File: src/rtl/spi_pwm_pkg.sv
// Shared constants and FSM state type for the SPI-controlled PWM driver.
package spi_pwm_pkg;

    localparam logic [4:0] ADDR_PERIOD = 5'h1E;
    localparam logic [4:0] ADDR_CTRL   = 5'h1F;

    localparam int CMD_WRITE_BIT = 7;
    localparam int CTRL_EN       = 0;
    localparam int CTRL_SYNC     = 1;

    // Wide enough for both the 8-bit command and the largest data word
    localparam int SHIFT_W = 16;

    typedef enum logic [1:0] {
        IDLE,
        CMD,
        DATA
    } spi_state_e;

endpackage

File: src/rtl/spi_pwm_spi_slave.sv
// SPI mode-0 slave: pin synchronisers, frame FSM, register write port.
// Readback shifter exists only when SPI_PWM_READBACK_EN is defined.
module spi_pwm_spi_slave
    import spi_pwm_pkg::*;
#(
    parameter int WIDTH = 8
) (
    input  logic             clk,
    input  logic             reset,
    input  logic             sclk_i,
    input  logic             cs_n_i,
    input  logic             mosi_i,
    output logic             miso_o,
    output logic             wr_en_o,
    output logic [4:0]       addr_o,
    output logic [WIDTH-1:0] wdata_o,
    output logic [4:0]       rd_addr_o,
    input  logic [WIDTH-1:0] rdata_i
);

    logic [2:0] sclk_q;
    logic [1:0] cs_q;
    logic [1:0] mosi_q;

    always_ff @(posedge clk) begin
        if (reset) begin
            sclk_q <= '0;
            cs_q   <= 2'b11;
            mosi_q <= '0;
        end else begin
            sclk_q <= {sclk_q[1:0], sclk_i};
            cs_q   <= {cs_q[0], cs_n_i};
            mosi_q <= {mosi_q[0], mosi_i};
        end
    end

    logic cs_s, mosi_s, rise;
    assign cs_s   = cs_q[1];
    assign mosi_s = mosi_q[1];
    assign rise   = sclk_q[1] & ~sclk_q[2];

    spi_state_e         state_q, state_d;
    logic [4:0]         bitcnt_q, bitcnt_d;
    logic [SHIFT_W-1:0] shift_q, shift_d, shin;
    logic               cmd_wr_q, cmd_wr_d;
    logic [4:0]         addr_q, addr_d;
    logic [4:0]         waddr_q, waddr_d;
    logic [WIDTH-1:0]   wdata_q, wdata_d;
    logic               wr_en_q, wr_en_d;
    logic               armed_q, armed_d;

    assign shin = {shift_q[SHIFT_W-2:0], mosi_s};

    always_comb begin
        state_d  = state_q;
        bitcnt_d = bitcnt_q;
        shift_d  = shift_q;
        cmd_wr_d = cmd_wr_q;
        addr_d   = addr_q;
        waddr_d  = waddr_q;
        wdata_d  = wdata_q;
        wr_en_d  = 1'b0;
        // A frame may only start after cs_n has been seen high since reset
        armed_d  = armed_q | cs_s;
        unique case (state_q)
            IDLE: begin
                bitcnt_d = '0;
                shift_d  = '0;
                if (!cs_s && armed_q) state_d = CMD;
            end
            CMD: if (rise) begin
                shift_d  = shin;
                bitcnt_d = bitcnt_q + 5'd1;
                if (bitcnt_q == 5'd7) begin
                    state_d  = DATA;
                    bitcnt_d = '0;
                    shift_d  = '0;
                    cmd_wr_d = shin[CMD_WRITE_BIT];
                    addr_d   = shin[4:0];
                end
            end
            DATA: if (rise) begin
                shift_d  = shin;
                bitcnt_d = bitcnt_q + 5'd1;
                if (bitcnt_q == 5'(WIDTH - 1)) begin
                    bitcnt_d = '0;
                    shift_d  = '0;
                    wr_en_d  = cmd_wr_q;
                    wdata_d  = shin[WIDTH-1:0];
                    waddr_d  = addr_q;
                    addr_d   = addr_q + 5'd1;
                end
            end
            default: state_d = IDLE;
        endcase
        if (cs_s) state_d = IDLE;
    end

    always_ff @(posedge clk) begin
        if (reset) begin
            state_q  <= IDLE;
            bitcnt_q <= '0;
            shift_q  <= '0;
            cmd_wr_q <= 1'b0;
            addr_q   <= '0;
            waddr_q  <= '0;
            wdata_q  <= '0;
            wr_en_q  <= 1'b0;
            armed_q  <= 1'b0;
        end else begin
            state_q  <= state_d;
            bitcnt_q <= bitcnt_d;
            shift_q  <= shift_d;
            cmd_wr_q <= cmd_wr_d;
            addr_q   <= addr_d;
            waddr_q  <= waddr_d;
            wdata_q  <= wdata_d;
            wr_en_q  <= wr_en_d;
            armed_q  <= armed_d;
        end
    end

    assign wr_en_o   = wr_en_q;
    assign addr_o    = waddr_q;
    assign wdata_o   = wdata_q;
    assign rd_addr_o = addr_q;

`ifdef SPI_PWM_READBACK_EN
    logic             fall;
    logic [WIDTH-1:0] osh_q, osh_d;
    logic             ld_q, ld_d;

    assign fall = ~sclk_q[1] & sclk_q[2];

    // Load is armed at a word boundary and taken on the following fall
    always_comb begin
        osh_d = osh_q;
        ld_d  = ld_q;
        if (state_q == IDLE) begin
            osh_d = '0;
            ld_d  = 1'b0;
        end else begin
            if (rise && state_q == CMD && bitcnt_q == 5'd7)
                ld_d = ~shin[CMD_WRITE_BIT];
            else if (rise && state_q == DATA && bitcnt_q == 5'(WIDTH - 1))
                ld_d = ~cmd_wr_q;
            if (fall) begin
                if (ld_q) begin
                    osh_d = rdata_i;
                    ld_d  = 1'b0;
                end else begin
                    osh_d = {osh_q[WIDTH-2:0], 1'b0};
                end
            end
        end
    end

    always_ff @(posedge clk) begin
        if (reset) begin
            osh_q <= '0;
            ld_q  <= 1'b0;
        end else begin
            osh_q <= osh_d;
            ld_q  <= ld_d;
        end
    end

    assign miso_o = osh_q[WIDTH-1];
`else
    logic rdata_unused;
    assign rdata_unused = ^rdata_i;
    assign miso_o       = 1'b0;
`endif

endmodule

File: src/rtl/spi_pwm_multi_driver.sv
// Multi-channel PWM with SPI register access and shadow/active buffering.
// Define SPI_PWM_READBACK_EN to enable register readback on miso.
module spi_pwm_multi_driver
    import spi_pwm_pkg::*;
#(
    parameter int CHANNELS = 8,
    parameter int WIDTH    = 8
) (
    input  logic                clk,
    input  logic                reset,
    input  logic                sclk,
    input  logic                cs_n,
    input  logic                mosi,
    output logic                miso,
    output logic [CHANNELS-1:0] pwm_out
);

    logic             wr_en;
    logic [4:0]       waddr, rd_addr;
    logic [WIDTH-1:0] wdata, rdata;

    spi_pwm_spi_slave #(.WIDTH(WIDTH)) u_spi (
        .clk       (clk),
        .reset     (reset),
        .sclk_i    (sclk),
        .cs_n_i    (cs_n),
        .mosi_i    (mosi),
        .miso_o    (miso),
        .wr_en_o   (wr_en),
        .addr_o    (waddr),
        .wdata_o   (wdata),
        .rd_addr_o (rd_addr),
        .rdata_i   (rdata)
    );

    localparam logic [WIDTH-1:0] PERIOD_RST = {{(WIDTH-1){1'b1}}, 1'b0};

    logic [WIDTH-1:0]    duty_sh_q  [CHANNELS];
    logic [WIDTH-1:0]    duty_sh_d  [CHANNELS];
    logic [WIDTH-1:0]    duty_act_q [CHANNELS];
    logic [WIDTH-1:0]    duty_act_d [CHANNELS];
    logic [WIDTH-1:0]    period_sh_q, period_sh_d;
    logic [WIDTH-1:0]    period_act_q, period_act_d;
    logic [WIDTH-1:0]    cnt_q, cnt_d;
    logic                en_q, en_d, sync_q, sync_d;
    logic [CHANNELS-1:0] pwm_q, pwm_d;
    logic                wrap;

    always_comb begin
        duty_sh_d    = duty_sh_q;
        duty_act_d   = duty_act_q;
        period_sh_d  = period_sh_q;
        period_act_d = period_act_q;
        en_d         = en_q;
        sync_d       = sync_q;
        // >= also recovers a counter stranded above a shrunken period
        wrap  = cnt_q >= period_act_q;
        cnt_d = wrap ? '0 : cnt_q + 1'b1;
        if (wr_en) begin
            for (int i = 0; i < CHANNELS; i++)
                if (waddr == 5'(i)) duty_sh_d[i] = wdata;
            if (waddr == ADDR_PERIOD) period_sh_d = wdata;
            if (waddr == ADDR_CTRL) begin
                en_d   = wdata[CTRL_EN];
                sync_d = wdata[CTRL_SYNC];
            end
        end
        // Old shadow is taken on a wrap coinciding with a write
        if (!sync_q || wrap) begin
            duty_act_d   = duty_sh_q;
            period_act_d = period_sh_q;
        end
        for (int i = 0; i < CHANNELS; i++)
            pwm_d[i] = en_q && (cnt_q < duty_act_q[i]);
    end

    always_ff @(posedge clk) begin
        if (reset) begin
            for (int i = 0; i < CHANNELS; i++) begin
                duty_sh_q[i]  <= '0;
                duty_act_q[i] <= '0;
            end
            period_sh_q  <= PERIOD_RST;
            period_act_q <= PERIOD_RST;
            cnt_q        <= '0;
            en_q         <= 1'b1;
            sync_q       <= 1'b1;
            pwm_q        <= '0;
        end else begin
            duty_sh_q    <= duty_sh_d;
            duty_act_q   <= duty_act_d;
            period_sh_q  <= period_sh_d;
            period_act_q <= period_act_d;
            cnt_q        <= cnt_d;
            en_q         <= en_d;
            sync_q       <= sync_d;
            pwm_q        <= pwm_d;
        end
    end

    always_comb begin
        rdata = '0;
        for (int i = 0; i < CHANNELS; i++)
            if (rd_addr == 5'(i)) rdata = duty_sh_q[i];
        if (rd_addr == ADDR_PERIOD) rdata = period_sh_q;
        if (rd_addr == ADDR_CTRL) begin
            rdata[CTRL_EN]   = en_q;
            rdata[CTRL_SYNC] = sync_q;
        end
    end

    assign pwm_out = pwm_q;

endmodule
File: config.mk
export PLATFORM = sky130hd
export DESIGN_NAME = spi_pwm_multi_driver
export DESIGN_NICKNAME = d
export VERILOG_FILES = /design/src/rtl/spi_pwm_pkg.sv /design/src/rtl/spi_pwm_spi_slave.sv /design/src/rtl/spi_pwm_multi_driver.sv
export SDC_FILE = /design/constraint.sdc
export NUM_CORES = 1
export LEC_CHECK = 0
export BUFFER_PORTS_ARGS = -buffer_cell sky130_fd_sc_hd__buf_2
export CORE_ASPECT_RATIO = 1.4
export CORE_MARGIN = 8
export CORE_UTILIZATION = 53
export CTS_CLUSTER_DIAMETER = 40
export DETAILED_ROUTE_END_ITERATION = 6
export HOLD_SLACK_MARGIN = 0.12
export PLACE_DENSITY_LB_ADDON = 0.05
export SLEW_MARGIN = 20
export SYNTH_ARGS = -nofsm -noshare
export SYNTH_HDL_FRONTEND = slang
export SYNTH_HIERARCHICAL = 1
export SYNTH_SLANG_ARGS = --single-unit
File: constraint.sdc
create_clock -name clk -period 2.5 [get_ports clk]
set_clock_uncertainty 0.15 [all_clocks]
set_input_delay 0.125 -clock clk [delete_from_list [all_inputs] [get_ports clk]]
set_output_delay 0.125 -clock clk [all_outputs]
set_load 0.01 [all_outputs]
Word-level counts from Yosys, hierarchy flattened
Cells that the tools add are included.
Word-level totals
  logic and storage cells: 120
  register bits after elaboration: 204
  output and inout port bits: 9
  input port bits: 5
Operators by class
  magnitude comparators: 9
  multiplexer cells: 15
  equal/unequal tests: 18
  add/subtract/negate cells: 3
  bitwise operators: 6
  reductions and logical operators: 35
Operators by type and width (count)
  $lt A8 B8 Y1: 8
  $mux W5: 6
  $eq A5 B3 Y1 const B: 5
  $reduce_and A2 Y1: 11
  $pmux W5 S2: 2
  $mux W7: 2
  $pmux W7 S2: 1
  $ne A2 B1 Y1 const B: 6
  $add A5 B1 Y5 const B: 2
  $eq A5 B2 Y1 const B: 2
  $eq A5 B5 Y1 const B: 2
  $logic_and A1 B1 Y1: 9
  $add A8 B1 Y8 const B: 1
  $ge A8 B8 Y1: 1
  $mux W2: 3
  $pmux W2 S3: 1
  $reduce_and A3 Y1: 2
  $reduce_or A2 Y1: 3
  $eq A5 B1 Y1 const B: 1
  $logic_not A5 Y1: 1
  $reduce_and A5 Y1: 1
  $not A1 Y1: 4
  $reduce_and A4 Y1: 1
  $reduce_bool A2 Y1: 2
  other kinds (8): 9

Logic depth before layout (Yosys ltp)
Gate-level depths: netlist of run 1.
  depth after elaboration: 4
  depth in mapped cells: 10
  mapped depth without buffers: 7

Hierarchy
Netlist of run 1, hierarchy kept.
Modules (own cells, without submodules)
  spi_pwm_multi_driver: times used 1, area an instance 8797.2 sq um, sequential area each 3243.1 sq um, cells an instance 973
  spi_pwm_spi_slave: times used 1, area an instance 1724.2 sq um, sequential area each 840.8 sq um, cells an instance 177

Least setup slack after synthesis of run 1
No wires, ideal clock.
  kind: reg2reg
  start point: reg cnt_q[0]
  end point: reg period_act_q[2]
  arrival time: 2.106 ns
  setup time: 0.072 ns
  buffers on the path: 3
  data required time: 2.278 ns
  path slack: 0.172 ns
  clock period less this slack: 2.328 ns
  cell stages (with the launch flop): 11
  cell sequence: dfxtp_1 -> clkbuf_1 -> inv_1 -> ha_1 -> nand2b_4 -> a2111oi_4 -> o21ai_2 -> a21oi_2 -> buf_12 -> buf_12 -> mux2i_1
On the way
  word-level cells in the longest chain between the ends: 2
Ends and longest elaborated chain
  start, declared: RTL line spi_pwm_multi_driver.sv:44  | logic [WIDTH-1:0] cnt_q, cnt_d;
  start signal, assigned: RTL line spi_pwm_multi_driver.sv:94  | cnt_q <= cnt_d;
  $ge A8 B8 Y1: RTL line spi_pwm_multi_driver.sv:57  | wrap = cnt_q >= period_act_q;
  $logic_or A1 B1 Y1: RTL line spi_pwm_multi_driver.sv:69  | if (!sync_q || wrap) begin
  end signal, assigned: RTL line spi_pwm_multi_driver.sv:93  | period_act_q <= period_act_d;
  end, declared: RTL line spi_pwm_multi_driver.sv:43  | logic [WIDTH-1:0] period_act_q, period_act_d;
No other way between the ends.
A chain may end at the register's enable or synchronous reset.

Final worst setup path of run 1
  start point: reg cnt_q[0]
  end point: reg duty_act_q[17] in the netlist's numbering
On the way
  word-level cells in the longest chain between the ends: 2
Ends and longest elaborated chain
  $ge A8 B8 Y1: RTL line spi_pwm_multi_driver.sv:57
  $logic_or A1 B1 Y1: RTL line spi_pwm_multi_driver.sv:69
  end signal, assigned: RTL line spi_pwm_multi_driver.sv:91  | duty_act_q <= duty_act_d;
  end, declared: RTL line spi_pwm_multi_driver.sv:40  | logic [WIDTH-1:0] duty_act_q [CHANNELS];
No other way between the ends.

==> results of run 1 <==
## registers in the layout, indices dropped and copies added (netlist names), 5 cells and up
register	flops
duty_act_q	64
u_spi/addr_o	5
pwm_out	8
u_spi/bitcnt_q	5
period_act_q	8
period_sh_q	8
duty_sh_q	64
u_spi/wdata_o	8
u_spi/rd_addr_o	5
cnt_q	8
u_spi/shift_q	7
## per-layer routing
metal  part of all wire, %  vias to the layer above
li1                      -                     3461
met1                    47                     3066
met2                    49                       61
met3                   2.6                       29
met4                   2.1                        0
met5                     0                        -
## cell type report
class | count | area share [%]
multi-input combinational | 692 | 46.20
sequential | 204 | 37.39
clock buffer | 31 | 6.507
timing repair buffer | 38 | 2.830
tap | 240 | 2.749
inverter | 74 | 2.543
clock inverter | 15 | 1.776
## power by group through the flow
stage	clock [W]	combinational, W	sequential, W
after floorplan	0	0.000174	0.00337
after global placement	0	0.000266	0.00335
after detailed placement	0	0.000267	0.00336
after CTS	0.00394	0.000273	0.00328
after global routing	0.00407	0.000299	0.00328
final	0.00385	0.000268	0.00328
## layout by cell type (no fill, tap or decap), types with 2 or more instances in the layout
cell type        n
a2111oi_0        2
a211o_1         17
a211oi_1         3
a21o_1          17
a21oi_1         44
a22oi_1          8
a311oi_1         2
a31oi_1          8
and3_1           2
buf_12           3
buf_2           11
buf_4           19
bufinv_16        4
clkbuf_1         2
clkbuf_16       27
clkbuf_8         2
clkinv_2         5
clkinvlp_4       3
dfxtp_1        204
dlygate4sd3_1    4
ha_1            70
inv_1           73
inv_6            2
mux2i_1        130
nand2_1         38
nand2b_1       142
nand3_1         38
nand4_1          2
nor2_1          95
nor2b_1         19
nor3_1           4
nor3_2           2
nor4_1           3
o21ai_0         10
o2bb2ai_1        2
or2_2            3
xnor2_1          5
xor2_1           3
## worst max path at each step
stage,start,endpoint,slack (ps),depth (start not counted)
after floorplan,cnt_q[0],period_act_q[2],170,10
after global placement,cnt_q[0],duty_act_q[31],280,8
after detailed placement,cnt_q[0],duty_act_q[17],210,8
after CTS,cnt_q[0],duty_act_q[17],190,8
after global routing,cnt_q[0],duty_act_q[17],90,8
final,cnt_q[0],duty_act_q[17],200,8
## per-stage QoR
stage / total power, W / hold slack, ps / util, %
after floorplan: 0.003541 / 78.81 / -
after global placement: 0.003621 / 161.4 / 55.44
after detailed placement: 0.003623 / 161.4 / 55.44
after CTS: 0.007492 / 154.7 / 60.69
after global routing: 0.007654 / 176.6 / 60.69
final: 0.007398 / 188.5 / 60.69
## what timing repair did
action                    CTS  global route
hold buffers                4             0
setup buffers               0             0
resized for setup           0             0
hold endpoints to repair   47             0
## worst max-delay path: stages, from the launching register on
cell and delay (ps):
dfxtp_1 330, inv_1 50, ha_1 260, nand2b_4 150, a2111oi_4 360, o21ai_2 140, a21oi_4 270, buf_12 290
mux2i_1 220
==> flow_summary_export.csv, run 1 <==
group,metric,value,unit
min_path,whs_path_depth,3,
drt,dr.first_iter.drc_count,292,
layout,final_layout_size_suffix_gt1_share,9.013,%
logic_synthesis,avgSynthCellArea,9.511,sq um
floorplanning,initial_core_util,54.28,%
floorplanning,io_pins,14,
power,power_density,677.4,mW/mm^2
power,leakage,4.713,nW
critical_path,rr_worst_depth,8,
grt,grtUsageTotal,18.21,%
grt,grt_pass1_vias,6517,
power,p_int,0.005838,W
critical_path,cp_max_fo,32,
grt,grt_max_degree,153,
drt,ant_nets,0,
place,gp_congestion,0.7741,
logic_synthesis,mappedNetlistNets,1102,
floorplanning,coreArea,0.01800,sq mm
sta,finalHoldViolCount,0,
grt,antenna_found_initial,0,
drt,viasPerCell,5.114,
grt,grt.overflow.total,0,
logic_synthesis,synth_cells,1027,
clock_network,clockRootBuffer,"clkbuf_16",
grt,top_usage_layer,"met2",
layout,antenna_cells,0,
drt,wl_per_cell,15.47,microns
min_path,hold_end,"u_spi/cs_q[0]",
layout,multi_input_area,0.005046,sq mm
clock_network,htree_num_levels,1,
layout,finish.net_count,1111,
clock_network,clk_latency,520,ps
power,power_frac_seq,44.4,%
grt,globalRouteMet2Util,31.68,%
floorplanning,fp.dieArea,0.02309,sq mm
critical_path,end_kind,"flip-flop",
critical_path,r2r-end,"duty_act_q[17]",
grt,grt_pass1_wl,33.49,mm
sta,grt_setup_unrepaired,"false",
grt,grt_use_met1,22.55,%
sta,period_minus_slack,2297,ps
critical_path,regToRegStartpoint,"cnt_q[0]",
logic_synthesis,netlist_area,0.009768,sq mm
grt,gr-usage-met3,2.563,%
drt,drt-pass1-iter-count,4,
clock_network,cts_max_path_buffers,3,
layout,area_growth,11.81,%
logic_synthesis,synth_warnings,6,
min_path,hp-class,"input port to flip-flop",
critical_path,crit_arrival,2580,ps
power,sw_frac_of_total,21.09,%
clock_network,clk_pin_slew,60,ps
place,dp.cells,1244,
sta,slew_headroom,45.23,%
power,combPwrFrac,3.6,%
layout,final-seq-area,0.004084,sq mm
drt,drt_wl_total,20.01,mm
place,placed_cell_area,0.009977,sq mm
clock_network,tritoncts,"built",
sta,finalCritPeriodShare,91.89,%
floorplanning,die_width,130.7,microns
clock_network,numCtsBuffers,26,
place,hpwl,12.57,mm
layout,fillers,1679,
layout,stdcell_area,0.01092,sq mm
drt,vias,6617,
status,outcome,"finished clean",
power,clockPowerShare,52.0,%
critical_path,cp.required,2790,ps
drt,drc,0,
sta,fmax,435.3,MHz
power,irDropWorstVdd,696.5,uV
critical_path,r2r_setup_slack,200,ps
sta,setup_slack,202.7,ps
floorplanning,row_count,58,
floorplanning,die_h,176.6,microns
sta,finalSetupViolCount,0,
sta,drv_slew,0,
min_path,hold_start,"cs_n",
place,port_buffers,12,
critical_path,start_kind,"flip-flop",
place,preCtsSetupSlack,213.6,ps
power,power_switching,0.001561,W
clock_network,clock_sinks,204,
critical_path,critical_path_class,"flip-flop to flip-flop",
flow_run,maxCapViolCount,0,
sta,worst_slew_pin_slew,818.6,ps
sta,finalSetupTns,0,ps
layout,final_cells,1294,
Power figures use the tool's default switching activity.
==> run 2: changes to the inputs <==
Settings changed: SLEW_MARGIN 20 to default, SYNTH_HIERARCHICAL 1 to default.
==> run 2 against run 1 <==
Compared with the run above:
- die area is 3.4% lower
- largest power group unchanged
- design area is 2.6% lower
- setup slack worse by 3.0 ps
- critical endpoint is now duty_act_q[44]
==> flow_summary_export.csv, run 2 <==
group,metric,value,unit
status,outcome,"finished clean",
sta,slew_headroom,46.98,%
logic_synthesis,netlist_area,0.009399,sq mm
logic_synthesis,synth_edf_count,0,
logic_synthesis,mappedNetlistNets,1140,
floorplanning,initial_core_util,54.01,%
grt,grt.overflow.total,0,
grt,antenna_found_initial,0,
logic_synthesis,yosysMostFrequentCell,"dfxtp_1",
sta,finalSetupTns,0,ps
logic_synthesis,synth_cells,1065,
drt,drt_wl_total,21.52,mm
sta,grt_setup_unrepaired,"false",
critical_path,critical_path_class,"flip-flop to flip-flop",
clock_network,cts_max_path_buffers,3,
drt,drc,0,
clock_network,numCtsBuffers,25,
place,dp.cells,1277,
logic_synthesis,yosysSeqAreaShare,43.45,%
drt,vias,7038,
logic_synthesis,async_flop_share,0,%
logic_synthesis,synth_top_area_share,43.45,%
sta,drv_slew,0,
layout,area_growth,13.21,%
clock_network,holdBufCountCts,7,
clock_network,htree_num_levels,1,
flow_run,maxCapViolCount,0,
logic_synthesis,avgSynthCellArea,8.825,sq um
drt,dr.first_iter.drc_count,347,
layout,final_cell_mix,"dfxtp_1, nand2_1, mux2i_1",
clock_network,post_cts_resized,0,
power,power_density,695.0,mW/mm^2
sta,holdWs,274.1,ps
power,leakage,4.575,nW
grt,grt_pass1_vias,6743,
layout,fillers,1634,
layout,final_layout_size_suffix_gt1_share,8.700,%
grt,grt_pass1_wl,35.38,mm
critical_path,cp.required,2780,ps
drt,wl_per_cell,16.20,microns
critical_path,r2r_setup_slack,200,ps
critical_path,crit_arrival,2580,ps
layout,antenna_cells,0,
clock_network,clockRootBuffer,"clkbuf_16",
sta,fmax,434.7,MHz
floorplanning,fp.dieArea,0.02231,sq mm
clock_network,clk_latency,500,ps
sta,period_minus_slack,2300,ps
sta,finalCritPeriodShare,92.01,%
floorplanning,coreArea,0.01740,sq mm
clock_network,clock_sinks,204,
place,port_buffers,12,
sta,finalHoldViolCount,0,
logic_synthesis,yosys-top-cells-area,"dfxtp_1, mux2i_1, ha_1, nand2_1, nand3_1",
floorplanning,io_pins,14,
layout,finish.net_count,1150,
layout,final-seq-area,0.004084,sq mm
logic_synthesis,ys.flop_type,"dfxtp_1",
critical_path,cp_max_fo,27,
place,hpwl,13.32,mm
sta,finalSetupViolCount,0,
critical_path,end_kind,"flip-flop",
clock_network,cts_setup_buffers,0,
power,irDropWorstVdd,521.1,uV
place,gp_congestion,0.7590,
logic_synthesis,synth_seq_cells,204,
critical_path,start_kind,"flip-flop",
grt,grtUsageTotal,19.77,%
floorplanning,die_width,128.6,microns
logic_synthesis,synth_cell_types,50,
grt,grt_max_degree,143,
layout,multi_input_area,0.004688,sq mm
drt,viasPerCell,5.300,
logic_synthesis,yosysTopAreaCell,"dfxtp_1",
sta,worst_slew_pin_slew,795.3,ps
layout,layout_commonest_cell,"dfxtp_1",
layout,reg_top3,"duty_act_q: 64 flops, duty_sh_q: 64 flops",
drt,drt-pass1-iter-count,6,
min_path,hp-class,"flip-flop to flip-flop",
clock_network,clk_pin_slew,60,ps
logic_synthesis,yosys-top-cells-count,"dfxtp_1, nand2_1, mux2i_1",
clock_network,tritoncts,"built",
floorplanning,die_h,173.6,microns
layout,final_cells,1328,
floorplanning,row_count,57,
logic_synthesis,synth_warnings,0,
drt,ant_nets,0,
==> run 2: power by group <==
part           internal, W  switching [W]
Clock              0.00245        0.00141
Sequential         0.00327     0.00000897
Combinational    0.0000893       0.000161
==> run 2: final cells by class <==
cell class	instances	area share, %
Multi-Input combinational cell	723	44.06
Sequential cell	204	38.38
Clock buffer	29	6.303
Timing Repair Buffer	48	3.763
Tap cell	236	2.775
Inverter	73	2.599
Clock inverter	15	2.117
==> run 2: cell families (layout without fill, tap and decap cells) <==
kind of cell	Yosys count	after routing	synth area share, %
AOI/OAI and AO/OA	138	138	9.345
xor gates and xnor gates	8	8	0.7455
adders and majority gates	70	70	9.318
buffers and inverters	138	165	6.949
DFF	204	204	43.45
muxes	113	113	12.03
other	1	1	0.03990
and+or+nand+nor	393	393	18.12
==> run 2: worst max-delay path: stages (launching register included) <==
cell     delay, ps
dfxtp_1        320
inv_1           40
ha_1           270
or3_2          440
a21oi_1        210
o311a_4        310
buf_12         230
mux2i_1        220
==> run 2: final timing paths <==
kind / startpoint / endpoint / cells after the start
setup / recovery: period_act_q[2] / duty_act_q[44] / 7
hold / removal: u_spi.cs_q[0] / u_spi.cs_q[1] / 1
setup reg to reg: period_act_q[2] / duty_act_q[44] / 7
hold reg to reg: u_spi.cs_q[0] / u_spi.cs_q[1] / 1
==> run 2: per-layer routing <==
metal	routed length (microns)	vias up	GRT usage [%]
li1	-	3604	-
met1	9157	3281	23.39
met2	11020	112	35.50
met3	824	41	2.740
met4	517	0	6.486
met5	0	-	0
==> run 2: per-stage QoR <==
stage	setup WS (ps)	power (W)	cell area [sq um]	utilization, %
final	199.7	0.007395	10640	61.14
after global routing	48.62	0.007643	10640	61.14
after CTS	177.9	0.007474	10640	61.14
after detailed placement	245.9	0.003600	9674	55.59
after global placement	235.1	0.003599	9674	55.59
after floorplan	190.3	0.003518	9399	-
==> run 3: changes to the inputs <==
Settings changed: ABC_AREA from default to 1.
==> run 3 against run 2 <==
Compared with the run above:
- sequential cell count did not move
- clock power about the same
- global-route usage shrank 0.59 points
- critical path depth is 1 higher
- sequential share of layout area up 0.89 points
- count of clock-buffer cells in the layout increased by 1
- core utilization down 0.64 points
- non-clock buffer count fell by 11
- area after synthesis decreased by 2.1%
- largest cell class unchanged
- largest power group unchanged
==> flow_summary_export.csv, run 3 <==
group,metric,value,unit
grt,antenna_found_initial,0,
sta,slew_headroom,53.69,%
logic_synthesis,mappedNetlistNets,1328,
sta,worst_slew_pin_slew,693.8,ps
sta,finalSetupTns,0,ps
place,preCtsSetupSlack,469.5,ps
logic_synthesis,avgSynthCellArea,7.346,sq um
clock_network,clk_pin_slew,60,ps
floorplanning,initial_core_util,53.56,%
logic_synthesis,synth_cell_types,33,
grt,grt.overflow.total,0,
min_path,hp-class,"input port to flip-flop",
sta,period_minus_slack,2031,ps
clock_network,clock_sinks,204,
drt,drt-pass1-iter-count,4,
clock_network,tritoncts,"built",
critical_path,critical_path_class,"flip-flop to flip-flop",
grt,grt_pass1_vias,6892,
clock_network,numCtsBuffers,26,
logic_synthesis,synth_top_area_share,44.37,%
logic_synthesis,yosys-top-cells-area,"dfxtp_1, nand2_1, ha_1, nor2_1, inv_1",
place,gp_congestion,0.8069,
drt,drt_wl_total,20.30,mm
logic_synthesis,yosysMostFrequentCell,"nand2_1",
critical_path,cp.required,2740,ps
logic_synthesis,ys.flop_type,"dfxtp_1",
sta,fmax,492.4,MHz
clock_network,clockRootBuffer,"clkbuf_16",
drt,wl_met3,747,microns
logic_synthesis,yosys-top-cells-count,"nand2_1, dfxtp_1, nor2_1",
critical_path,start_kind,"flip-flop",
drt,vias,7353,
critical_path,crit_arrival,2270,ps
power,power_density,713.4,mW/mm^2
sta,finalSetupViolCount,0,
layout,multi_input_area,0.004199,sq mm
layout,antenna_cells,0,
layout,reg_top3,"duty_act_q: 64 flops, duty_sh_q: 64 flops",
drt,wl_per_cell,13.40,microns
floorplanning,row_count,57,
layout,layout_commonest_cell,"nand2_1",
drt,route.met2.wl,10.09,mm
grt,grtUsageTotal,19.19,%
logic_synthesis,synth_warnings,0,
logic_synthesis,netlist_area,0.009205,sq mm
status,outcome,"finished clean",
critical_path,cp_max_fo,39,
place,port_buffers,12,
drt,highest-signal-layer,"met4",
drt,drc,0,
sta,drv_slew,0,
layout,finish.net_count,1334,
layout,area_growth,12.98,%
place,hpwl,13.06,mm
layout,final_layout_size_suffix_gt1_share,6.802,%
drt,met1Wirelength,9.077,mm
power,leakage,4.409,nW
drt,dr.first_iter.drc_count,509,
min_path,whs_path_depth,3,
clock_network,post_cts_resized,0,
logic_synthesis,synth_seq_cells,204,
floorplanning,io_pins,14,
critical_path,end_kind,"flip-flop",
sta,setup_slack,469.2,ps
power,irDropWorstVdd,585.2,uV
layout,fillers,1663,
logic_synthesis,synth_edf_count,0,
sta,finalCritPeriodShare,81.23,%
layout,utilization,60.51,%
drt,ant_nets,0,
logic_synthesis,synth_cells,1253,
critical_path,rr_worst_depth,8,
floorplanning,die_width,127.4,microns
sta,grt_setup_unrepaired,"false",
clock_network,cts_setup_buffers,0,
place,placed_cell_area,0.009428,sq mm
logic_synthesis,async_flop_share,0,%
clock_network,clk_latency,520,ps
grt,grt_pass1_wl,33.87,mm
logic_synthesis,yosysTopAreaCell,"dfxtp_1",
clock_network,htree_num_levels,1,
layout,final-seq-area,0.004084,sq mm
floorplanning,fp.dieArea,0.02190,sq mm
drt,viasPerCell,4.853,
floorplanning,die_h,171.9,microns
logic_synthesis,yosysSeqAreaShare,44.37,%
layout,stdcell_area,0.01040,sq mm
sta,finalHoldViolCount,0,
layout,final_cell_mix,"nand2_1, dfxtp_1, nor2_1",
power,p_total,0.007419,W
grt,grt_max_degree,79,
flow_run,maxCapViolCount,0,
clock_network,cts_max_path_buffers,3,
floorplanning,coreArea,0.01719,sq mm
## run 3: cells by family after synthesis
logic type / share of synthesized area [%]
flip-flops: 44.37
other: 0.04074
AND/OR/NAND/NOR: 23.08
buffers and inverters: 10.11
adder cells (fa/ha/maj): 9.515
XOR/XNOR: 0.4757
AO/OA/AOI/OAI: 12.41
## run 3: cell type report
class                           instances  share of cell area, %
Multi-Input combinational cell        825                  40.38
Sequential cell                       204                  39.27
Clock buffer                           30                  6.497
Inverter                              165                  5.979
Tap cell                              236                  2.839
Timing Repair Buffer                   37                  2.767
Clock inverter                         18                  2.274
## run 3: path summary, 6_finish.rpt
check / startpoint / endpoint / slack, ps
worst max-delay path: period_act_q[7] / period_act_q[2] / 470
worst min-delay path: cs_n / u_spi.cs_q[0] / 170
worst max register to register: period_act_q[7] / period_act_q[2] / 470
worst min register to register: u_spi.sclk_q[0] / u_spi.sclk_q[1] / 250
## run 3: layer usage
metal	vias up	track usage (%)
li1	3961	-
met1	3290	22.79
met2	75	35.27
met3	27	2.315
met4	0	5.916
met5	-	0
## run 3: per-stage QoR
stage / instances / hold slack (ps)
2_1_floorplan: 1253 / 78.81
3_3_place_gp: 1461 / 162.6
3_5_place_dp: 1461 / 162.1
4_1_cts: 1515 / 154.3
5_1_grt: 1515 / 196.8
6_report: 1515 / 173.4
## run 3: repair_timing
action	in CTS	in global routing
hold buffers	6	0
endpoints found under the setup margin	0	0
endpoints found under the hold margin	165	0
## run 3: critical path, cell delays in order (launching register included)
cell     delay (ps)
dfxtp_1         330
inv_1            40
ha_1            300
a21o_1          210
nor2_4          230
nand4_4         150
buf_4           290
nand2_1         120
nand3_1          80
## run 3: power breakdown
group	internal, W	switching (W)
sequential	0.00327	0.00000810
combinational	0.0000976	0.000166
clock	0.00239	0.00149
